<file path="src/rtl/pc_msg_parser.sv">
// pc_msg_parser: frames 3-word PC messages from a FWFT FIFO into
// START/STOP commands with a valid/ready hold and an inter-word timeout.
module pc_msg_parser #(
    parameter int DELAY   = 1,
    parameter int XB_SIZE = 32,
    parameter int TIMEOUT = 255
) (
    input  logic               CLK,
    input  logic               RESET,
    input  logic               pc_msg_valid,
    input  logic [XB_SIZE-1:0] pc_msg,
    output logic               pc_msg_ack,
    output logic               cmd_valid,
    input  logic               cmd_ready,
    output logic               cmd_start,
    output logic               cmd_stop,
    output logic [XB_SIZE-1:0] cmd_w0,
    output logic [XB_SIZE-1:0] cmd_w1,
    output logic [XB_SIZE-1:0] cmd_w2,
    output logic               running,
    output logic               err_timeout,
    output logic [15:0]        msg_count
);

    // Registers update without a modelled delay; DELAY stays for compatibility.
    logic unused_delay;
    assign unused_delay = (DELAY != 0);

    // Counter only ever holds 0..TIMEOUT-1: the idle cycle that would
    // reach TIMEOUT is the one that discards the message.
    localparam int TW = (TIMEOUT > 1) ? $clog2(TIMEOUT) : 1;
    localparam logic [TW-1:0] TO_LAST = TW'(TIMEOUT - 1);

    typedef enum logic [1:0] {
        W0   = 2'd0,
        W1   = 2'd1,
        W2   = 2'd2,
        HOLD = 2'd3
    } state_t;

    state_t             state_q, state_d;
    logic [XB_SIZE-1:0] w0_q, w0_d, w1_q, w1_d, w2_q, w2_d;
    logic               start_q, start_d, stop_q, stop_d;
    logic               running_q, running_d;
    logic               err_q, err_d;
    logic [TW-1:0]      cnt_q, cnt_d;
    logic [15:0]        count_q, count_d;
    logic               ack;

    // Pop only while collecting words and never during reset.
    assign ack = pc_msg_valid && RESET && (state_q != HOLD);

    // Next-state, word capture, decode, timeout and accept bookkeeping.
    always_comb begin
        state_d   = state_q;
        w0_d      = w0_q;
        w1_d      = w1_q;
        w2_d      = w2_q;
        start_d   = start_q;
        stop_d    = stop_q;
        running_d = running_q;
        err_d     = 1'b0;
        cnt_d     = cnt_q;
        count_d   = count_q;
        unique case (state_q)
            W0: begin
                cnt_d = '0;
                if (ack) begin
                    w0_d    = pc_msg;
                    state_d = W1;
                end
            end
            W1, W2: begin
                if (ack) begin
                    cnt_d = '0;
                    if (state_q == W1) begin
                        w1_d    = pc_msg;
                        state_d = W2;
                    end else begin
                        w2_d    = pc_msg;
                        stop_d  = (w0_q == '0) && (w1_q == '0) && (pc_msg == '0);
                        start_d = !((w0_q == '0) && (w1_q == '0) && (pc_msg == '0));
                        state_d = HOLD;
                    end
                end else if (cnt_q == TO_LAST) begin
                    cnt_d   = '0;
                    err_d   = 1'b1;
                    w0_d    = '0;
                    w1_d    = '0;
                    w2_d    = '0;
                    state_d = W0;
                end else begin
                    cnt_d = cnt_q + 1'b1;
                end
            end
            HOLD: begin
                cnt_d = '0;
                if (cmd_ready) begin
                    running_d = start_q;
                    count_d   = count_q + 16'd1;
                    start_d   = 1'b0;
                    stop_d    = 1'b0;
                    state_d   = W0;
                end
            end
            default: begin
                state_d = W0;
            end
        endcase
    end

    // State and datapath registers with asynchronous active-low reset.
    always_ff @(posedge CLK or negedge RESET) begin
        if (!RESET) begin
            state_q   <= W0;
            w0_q      <= '0;
            w1_q      <= '0;
            w2_q      <= '0;
            start_q   <= 1'b0;
            stop_q    <= 1'b0;
            running_q <= 1'b0;
            err_q     <= 1'b0;
            cnt_q     <= '0;
            count_q   <= '0;
        end else begin
            state_q   <= state_d;
            w0_q      <= w0_d;
            w1_q      <= w1_d;
            w2_q      <= w2_d;
            start_q   <= start_d;
            stop_q    <= stop_d;
            running_q <= running_d;
            err_q     <= err_d;
            cnt_q     <= cnt_d;
            count_q   <= count_d;
        end
    end

    assign pc_msg_ack  = ack;
    assign cmd_valid   = (state_q == HOLD);
    assign cmd_start   = start_q;
    assign cmd_stop    = stop_q;
    assign cmd_w0      = w0_q;
    assign cmd_w1      = w1_q;
    assign cmd_w2      = w2_q;
    assign running     = running_q;
    assign err_timeout = err_q;
    assign msg_count   = count_q;

endmodule
</file>
<file path="config.mk">
export PLATFORM = sky130hd
export DESIGN_NAME = pc_msg_parser
export DESIGN_NICKNAME = d
export VERILOG_FILES = /design/src/rtl/pc_msg_parser.sv
export SDC_FILE = /design/constraint.sdc
export NUM_CORES = 1
export LEC_CHECK = 0
export CAP_MARGIN = 15
export CORE_MARGIN = 4
export CORE_UTILIZATION = 43
export CTS_BUF_LIST = sky130_fd_sc_hd__clkbuf_16
export CTS_CLUSTER_DIAMETER = 60
export CTS_CLUSTER_SIZE = 20
export DETAILED_ROUTE_END_ITERATION = 6
export PLACE_DENSITY = 0.76
export SYNTH_ARGS = -nofsm -noshare
export SYNTH_HDL_FRONTEND = slang
export SYNTH_SLANG_ARGS = --single-unit
</file>
<file path="constraint.sdc">
create_clock -name CLK -period 2.2 [get_ports CLK]
set_clock_uncertainty 0.05 [all_clocks]
set_input_delay 0.33 -clock CLK [delete_from_list [all_inputs] [get_ports CLK]]
set_output_delay 0.33 -clock CLK [all_outputs]
set_load 0.05 [all_outputs]
</file>
; After elaboration in Yosys (flattened, before gate mapping)
; Cells that the tools add are included.
[word_totals]
word_cells = 73
register_bits = 126
out_inout_bits = 118
input_bits = 36
[op_classes]
reduce_logical = 20
addsub = 2
n_eq_ne = 14
muxes = 27
[ops]
columns = op, n
row1 = 32-bit 2-to-1 mux, 7
row2 = 32-bit zero test, 3
row3 = 32-bit case mux with 2 select lines, 1
row4 = "16-bit by 1-bit adder with 16-bit output, second input constant", 1
row5 = 8-bit 2-to-1 mux, 2
row6 = 8-bit case mux with 2 select lines, 1
row7 = "2-bit != test, second input constant", 7
row8 = 1-bit 2-to-1 mux, 9
row9 = 3-bit AND reduction, 3
row10 = "8-bit by 1-bit adder with 8-bit output, second input constant", 1
row11 = "8-bit == test, second input constant", 1
row12 = 2-bit 2-to-1 mux, 4
row13 = 4-bit AND reduction, 2
row14 = 2-bit case mux with 3 select lines, 1
row15 = 2-bit nonzero test, 3
row16 = "2-bit == test, second input constant", 2
row17 = 1-bit logical AND, 4
row18 = "2-bit by 1-bit != test with 1-bit output, second input constant", 2
row19 = 1-bit case mux with 2 select lines, 2
row20 = 2-bit OR reduction, 2
row21 = "3-bit != test, second input constant", 1
row22 = "2-bit by 1-bit == test with 1-bit output, second input constant", 1
row23 = 2-bit zero test, 1
row24 = 2-bit AND reduction, 1
row25 = 1-bit zero test, 1

; Longest topological paths before layout
; Gate-level depths: netlist of run 1.
[depth]
word_depth = 7
mapped_depth = 9
mapped_depth_nobuf = 6

; Worst setup path before layout of run 1
; OpenSTA, ideal clock, no wires.
[synth_path]
kind = register to register
from = register state_q[0]
to = register w2_q[0] (netlist: cmd_w2[0])
setup_ps = 125
required_ps = 2025
n_path_buf = 2
period_less_slack_ps = 2454
path_stages_with_launch = 9
t_arrival_ps = 2279
slack_ps = -254
cell_sequence = dfrtp_1 ha_1 nand3b_2 inv_2 nor4b_4 nand2b_1 buf_6 buf_12 mux2_4
[synth_via]
elab_chain_cells = 4
word_cells_on_any_way = 9
classes_between = eq/ne: 4 / mux: 1 / reduce/logical: 4
[synth_lines]
columns = item, line_no
row1 = start: declaration, 41  ; state_t state_q, state_d;
row2 = start signal: assignment, 126  ; state_q <= state_d;
row3 = 2-bit != test, 51  ; assign ack = pc_msg_valid && RESET && (state_q != HOLD);
row4 = 1-bit logical AND, 51
row5 = 2-bit != test (no line) or 2-bit nonzero test (tied branches), --
row6 = 3-bit AND reduction (no line), --
row7 = end signal: assignment, 129  ; w2_q <= w2_d;
row8 = end: declaration, 42  ; logic [XB_SIZE-1:0] w0_q, w0_d, w1_q, w1_d, w2_q, w2_d;
; Parallel ways exist; a longest one is shown, timed or not.
; A chain may end at the register's enable or synchronous reset.

; Final worst setup path of run 1
[layout_path]
from = register state_q[0]
to = register w1_q[19] (netlist: cmd_w1[19])
[layout_via]
elab_chain_cells = 4
word_cells_on_any_way = 9
classes_between = eq/ne: 4 / mux: 1 / reduce/logical: 4
[layout_lines]
columns = item, line_no
row1 = 2-bit != test, 51
row2 = 1-bit logical AND, 51
row3 = 2-bit by 1-bit != test with 1-bit output (no line) or 2-bit nonzero test (tied branches), --
row4 = 3-bit AND reduction (no line), --
row5 = end signal: assignment, 128  ; w1_q <= w1_d;
row6 = end: declaration, 42
; Parallel ways exist; a longest one is shown, timed or not.

==> summary.txt, run 1 <==
Fill cells: 941
Via count: 4,069
Synth Area per Inst: 13.73 um2
Maximum fanout along the worst path: 19
PortBufs: 153
Syn Nets: 444
Worst R2R Start: state_q[0]
Post-synthesis cell area: 0.005504 mm2
Routed wire length: 15,480 um
Final net count: 625
# rows: 41
Power density cells: 1607 mW/mm2
Hold violation total from the final report: 0
CP Cell Sequence: ha_4, nand3b_4, inv_4, nor4b_4, a31o_2, buf_12, mux2_2
H-tree levels: 4
Number of synthesized flops with an enable pin: 0
Worst slew pin tran: 794.6 ps
Fin. max-slew vios: 0
Critical-path cell with the highest stage delay: dfrtp_2
Fmax: 465.7 MHz
Hold WC Path Type: input pin to async pin
Hold_ws: 91.24 ps
Crit path depth: 7
Initial DRC Count: 189
GRT Residual Overflow: 0
Final Setup Violations: 0
Worst vdd ir: 1.072 mV
Most frequent cells in the layout: clkdlybuf4s50_1, dfrtp_1, mux2_2
First-pass GRT wire length: 24,540 um
Synth-to-layout area growth: 46.56%
Chip width: 121.1 um
Post-DP HPWL: 11,220 um
# diodes: 0
Final GP Congestion: 0.8800
Cell family with most CP delay: simple AND/OR/NAND/NOR gates
Root Driver: clkbuf_16
Post-synthesis cell count: 401
Critical Path Start: state_q[0]
Hold_buf cts: 0
Layout cells sized above 1: 23.06%
Final setup margin: 52.61 ps
Reg2Reg Setup Slack: 50 ps
Post-Place Setup Slack: -31.44 ps
Clk buf depth: 2
Required time worst endpoint: 2440 ps
Max-Slew Margin vs Limit: 47.02%
Drt first pass iters: 4
Crit. End Element: flip-flop
Critical Path AT: 2390 ps
MaxCap Viol Count: 0
I/O pins: 154
Initial antenna violation count: 0
Synth top area share: 57.29%
Worst-skew pair later-pin latency: 410 ps
Worst reg2reg path depth: 7
Status: finished clean
Setup TNS: 0 ps
YS warnings: 0
Share of synthesized registers carrying an async set or reset: 100.0%
Die Y: 121.1 um
Total core area: 0.01257 mm2
TritonCTS clock tree: done
Die ar.: 0.01467 mm2
Min Tclk post-route: 2147 ps
Slowest Stage Delay on Critical Path: 410 ps
Wire length per cell: 20.21 um
Buf/Inv on CP: 2
CTS Sinks: 126
Antenna Nets Post-Route: 0
Total power: 12.96 mW
Commonest non-fill, non-tap cell in the layout: clkdlybuf4s50_1
Vias in the first global route: 4,395
Critical path type: flip-flop to flip-flop
Area contributors post-synth: dfrtp_1, mux2_4, mux2_2, a22o_1, and2_1
Final Cycle Share: 97.61%
GRT Total Usage: 21.80%
CTS clock-pin slew for the worst setup and hold paths: 60 ps
Leak Pwr: 3.599 nW
CTS Buf Count: 17
Pin count of the biggest net entering global routing: 64
Cell taking the most area after synthesis: dfrtp_1
Starting Density: 43.79%
Crit path capture: cmd_w1[19]
Remaining DRCs: 0
RSZ-0062 raised after global routing: yes
Post-synthesis sequential area ratio: 57.29%
Top FF cell, synth: dfrtp_1
Number of distinct library cells after synthesis: 41
Endpoint of the worst register-to-register path: cmd_w1[19]
Startpoint types: flip-flop
Register bit total from synthesis: 126
Via density: 5.312
-- cell usage after synthesis (4+ instances only) --
cell	number
dfrtp_1	126
a22o_1	32
nand3_1	14
nor4_1	25
xnor2_1	14
clkbuf_1	10
ha_1	7
nand2_1	7
and3_1	5
mux2_4	30
xor2_1	5
buf_6	4
nand4_1	10
and2_1	33
mux2_2	34
nor2_1	8
-- report_power, final --
group | internal [mW] | switching [mW] | leakage [nW] | total [mW]
logic | 2.38 | 3.85 | 1.61 | 6.24
registers | 3.08 | 0.702 | 1.70 | 3.78
clock network | 1.89 | 1.05 | 0.293 | 2.94
-- cell families after synthesis --
group / synth area share [%]
AO/OA/AOI/OAI: 6.661
XOR/XNOR: 3.023
adder cells (fa/ha/maj): 1.591
buffers and inverters: 3.046
flip-flops: 57.29
multiplexers: 15.75
AND/OR/NAND/NOR: 12.64
-- worst min-delay path by stage --
stage / from / to / slack, ps / depth (start not counted)
detailed placement: msg_count[15] / msg_count[15] / 410 / 1
finish: RESET / cmd_w0[30] / 90 / 2
global route: RESET / err_timeout / 170 / 2
floorplan: RESET / cmd_start / -20 / 0
global placement: msg_count[15] / msg_count[15] / 410 / 1
CTS: RESET / cmd_w1[0] / 110 / 2
-- timing repair --
item,CTS,global route
gates resized for setup,7,3
pin swaps,0,1
endpoints found under the setup margin,2,42
buffers inserted,2,1
-- area by class of cell --
class	instances	area (um2)	area share, %
Multi-Input combinational cell	252	2228	27.63
Inverter	4	17.52	0.2172
Clock buffer	17	425.4	5.274
Tap cell	172	215.2	2.668
Clock inverter	14	191.4	2.373
Timing Repair Buffer	181	1834	22.74
Sequential cell	126	3154	39.10
-- registers in the layout, indices dropped and copies added (netlist names) --
register / count
cmd_w2: 32
running: 1
cnt_q: 8
state_q: 2
cmd_w1: 32
cmd_start: 1
err_timeout: 1
msg_count: 16
cmd_w0: 32
cmd_stop: 1
-- layer usage --
| layer | up-vias | wire length [um] | global-route usage [%] |
|---|---|---|---|
| met2 | 139 | 7587 | 35.05 |
| met4 | 0 | 167 | 5.042 |
| met3 | 17 | 1039 | 7.506 |
| met5 | - | 0 | 0 |
| li1 | 1829 | - | - |
| met1 | 2084 | 6688 | 28.65 |
-- metrics by stage --
stage	instances	util, %	instance area (um2)
detailed placement	732	58.76	7385
floorplan	401	-	5529
global placement	732	58.76	7385
finish	766	64.18	8066
CTS	765	63.99	8043
global route	766	64.18	8066
Power figures use the tool's default switching activity.
==> run 2, diff against run 1 <==
Settings changed: ABC_AREA set to 1, CORE_UTILIZATION 43 to 44, GPL_ROUTABILITY_DRIVEN set to 0, PLACE_DENSITY 0.76 to 0.77.
==> run 2 against run 1 <==
  * The run now ends with hold timing left
  * Hold slack lost 150 ps
  * Register-to-register slack improved by 140 ps
  * Setup slack gained 79 ps
  * Synthesized cell count increased by 61%
  * Combinational power is 13% higher
  * First-iteration DRC count rose by 79%
  * Cell count grew 29%
  * Utilization shrank 1.7 points
  * Sequential share of layout area rose by 1.1 points
  * Global-route usage is 0.40 points lower
  * Cell area fell by 2.7%
  * Highest routed layer unchanged
==> summary.txt, run 2 <==
Worst slew pin tran: 727.7 ps (-66.98 ps)
Internal Power: 6.876 mW (-6.5%)
Share of synthesized registers carrying an async set or reset: 100.0% (unchanged)
Area contributors post-synth: dfrtp_1, nand2_1, nor2_1, a21oi_1, o21ai_0
Crit. End Element: primary output
First-pass GRT wire length: 24,610 um (+0.28%)
Slowest Stage Delay on Critical Path: 850 ps (+440 ps)
Final Setup Violations: 0 (unchanged)
CTS Sinks: 126 (unchanged)
Fin. max-slew vios: 0 (unchanged)
Number of distinct library cells after synthesis: 31 (-24%)
Root Driver: clkbuf_16
CTS Buf Count: 17 (unchanged)
Critical-path cell with the highest stage delay: clkdlybuf4s50_1
Power share of the combinational group: 53.0% (+4.9 points)
Register bit total from synthesis: 126 (unchanged)
Synth-to-layout area growth: 39.52%
Cell taking the most area after synthesis: dfrtp_1
Post-synthesis sequential area ratio: 56.05% (-1.2 points)
Top FF cell, synth: dfrtp_1
CP Cell Sequence: clkdlybuf4s50_1
Hold_ws: -54.07 ps (-145.3 ps)
Simple-gate share of the synthesized area: 24.67% (+12 points)
# rows: 41 (unchanged)
Final net count: 846 (+35%)
Clock power frac: 18.3% (-4.4 points)
I/O pins: 154 (unchanged)
Initial antenna violation count: 0 (unchanged)
Chip width: 121.1 um (about the same)
Synth top area share: 56.05% (-1.2 points)
Post-synthesis cell area: 0.005625 mm2 (+2.2%)
Post-DP HPWL: 10,670 um (-4.9%)
Vias in the first global route: 5,080 (+16%)
Total core area: 0.01257 mm2 (unchanged)
Starting Density: 44.76% (+0.97 points)
Post-synthesis xor/xnor area fraction: 2.491% (-0.53 points)
Max-Slew Margin vs Limit: 51.49% (+4.5 points)
Cell family with most CP delay: buffers and inverters
Antenna Nets Post-Route: 0 (unchanged)
Hold violation total from the final report: 24 (+24)
Clk buf depth: 2 (unchanged)
Synth cell count leaders: nand2_1, dfrtp_1, nor2_1
# diodes: 0 (unchanged)
Syn Nets: 690 (+55%)
Via count: 4,883 (+20%)
Number of synthesized flops with an enable pin: 0 (unchanged)
Critical Path AT: 1690 ps (-700 ps)
TritonCTS clock tree: done
PortBufs: 153 (unchanged)
Hold WC Path Type: input pin to async pin
Maximum fanout along the worst path: 4 (-15)
Die Y: 121.1 um (about the same)
Worst-skew pair later-pin latency: 410 ps (about the same)
Via density: 4.947 (-6.9%)
Power density cells: 1696 mW/mm2 (+5.6%)
Post-synthesis compound-gate area fraction: 10.65% (+4.0 points)
GRT Total Usage: 21.40% (-0.40 points)
GRT Residual Overflow: 0 (unchanged)
CTS clock-pin slew for the worst setup and hold paths: 50 ps (about the same)
Top-count cell post-synth: nand2_1
Startpoint types: flip-flop
Die ar.: 0.01466 mm2 (-0.11%)
Fmax: 483.4 MHz (+3.8%)
Leak Pwr: 3.518 nW (-2.3%)
Critical path type: flip-flop to primary output
Wire length per cell: 14.94 um (-26%)
Min Tclk post-route: 2069 ps (-78.53 ps)
Pin count of the biggest net entering global routing: 127 (+98%)
Setup TNS: 0 ps (unchanged)
Required time worst endpoint: 1820 ps (-620 ps)
Status: finished, violations left
H-tree levels: 4 (unchanged)
RSZ-0062 raised after global routing: no
Switch Pwr: 6.436 mW (+15%)
Synth Area per Inst: 8.695 um2 (-37%)
Initial DRC Count: 339 (+79%)
Remaining DRCs: 0 (unchanged)
MaxCap Viol Count: 0 (unchanged)
Failing checks: hold timing
Mux cell area share after synthesis: 0% (-16 points)
Drt first pass iters: 6 (+2)
YS warnings: 0 (unchanged)
Commonest non-fill, non-tap cell in the layout: nand2_1
Most frequent cells in the layout: nand2_1, clkdlybuf4s50_1, dfrtp_1
Final Cycle Share: 94.04% (-3.6 points)
Buf/Inv on CP: 1 (-1)
Seq pwr share: 28.6% (-0.6 points)
Post-synthesis cell count: 647 (+61%)
Fill cells: 1,043 (+11%)
Main combinational cell family by area after synthesis: simple AND/OR/NAND/NOR gates
Switching Share: 48.35% (+5.1 points)
Adder-cell share of the synthesized area: 1.557% (-0.034 points)
Routed wire length: 14,740 um (-4.8%)
Worst vdd ir: 1.050 mV (-2.0%)
Layout cells sized above 1: 7.485% (-16 points)
==> run 2: cell count changes after synthesis, sizes merged, moves of 25 or more <==
cell,change
a21oi,+35
a22o,-32
and2,-33
mux2,-67
nand2,+197
nor2,+107
nor4,-25
o21ai,+66
==> run 2: routing by layer <==
layer	vias up	track usage, %	share of wire, %
met2	153	33.41	48
met4	0	8.286	1.5
met1	2333	27.29	43
met3	18	7.692	7.6
met5	-	0	0
li1	2379	-	-
==> run 2: cell type report <==
cell class / count / area (um2) / area share, %
Sequential cell: 126 / 3153 / 40.17
Multi-Input combinational cell: 473 / 2215 / 28.22
Timing Repair Buffer: 161 / 1659 / 21.14
Clock buffer: 17 / 425.4 / 5.420
Tap cell: 172 / 215.2 / 2.742
Inverter: 24 / 95.09 / 1.212
Clock inverter: 14 / 86.33 / 1.100
==> run 2: logic make-up after synthesis <==
| group | Yosys count |
|---|---|
| and+or+nand+nor | 343 |
| buffers and inverters | 48 |
| adders and majority gates | 7 |
| DFF | 126 |
| xor gates and xnor gates | 16 |
| AOI/OAI and AO/OA | 107 |
==> run 2: per-stage QoR <==
stage	power (mW)	instance area (um2)	instances	setup WS (ps)	utilization [%]
floorplan	8.609	5627	647	130.7	-
global placement	10.77	7342	957	239.5	58.42
detailed placement	10.92	7342	957	163.9	58.42
CTS	13.43	7846	987	71.52	62.43
global route	14.09	7849	987	7.016	62.45
finish	13.31	7849	987	131.1	62.45
==> run 2: what timing repair did <==
| item | CTS | global route |
|---|---|---|
| resized for setup | 0 | 1 |
| setup endpoints to repair | 1 | 38 |
| hold buffers | 0 | 0 |
| setup buffers | 0 | 0 |
| pin swaps | 0 | 0 |
==> run 2: worst paths after layout <==
check	start	end	slack (ps)	cells after the start
worst max-delay path	msg_count[4]	msg_count[4]	130	1
worst min-delay path	RESET	cnt_q[4]	-50	2
worst max register to register	state_q[0]	cmd_w0[7]	190	11
worst min register to register	msg_count[15]	msg_count[15]	430	1
max in group asynchronous	RESET	cmd_stop	1550	2
min in group CLK	RESET	cmd_w1[22]	410	5
==> run 2: power groups by stage <==
stage	logic, mW	registers, mW	clock network, mW
after detailed placement	7.10	3.82	0
after global placement	6.98	3.79	0
after floorplan	2.26	6.35	0
after global routing	7.56	3.93	2.60
final	7.06	3.81	2.44
after CTS	7.12	3.81	2.50
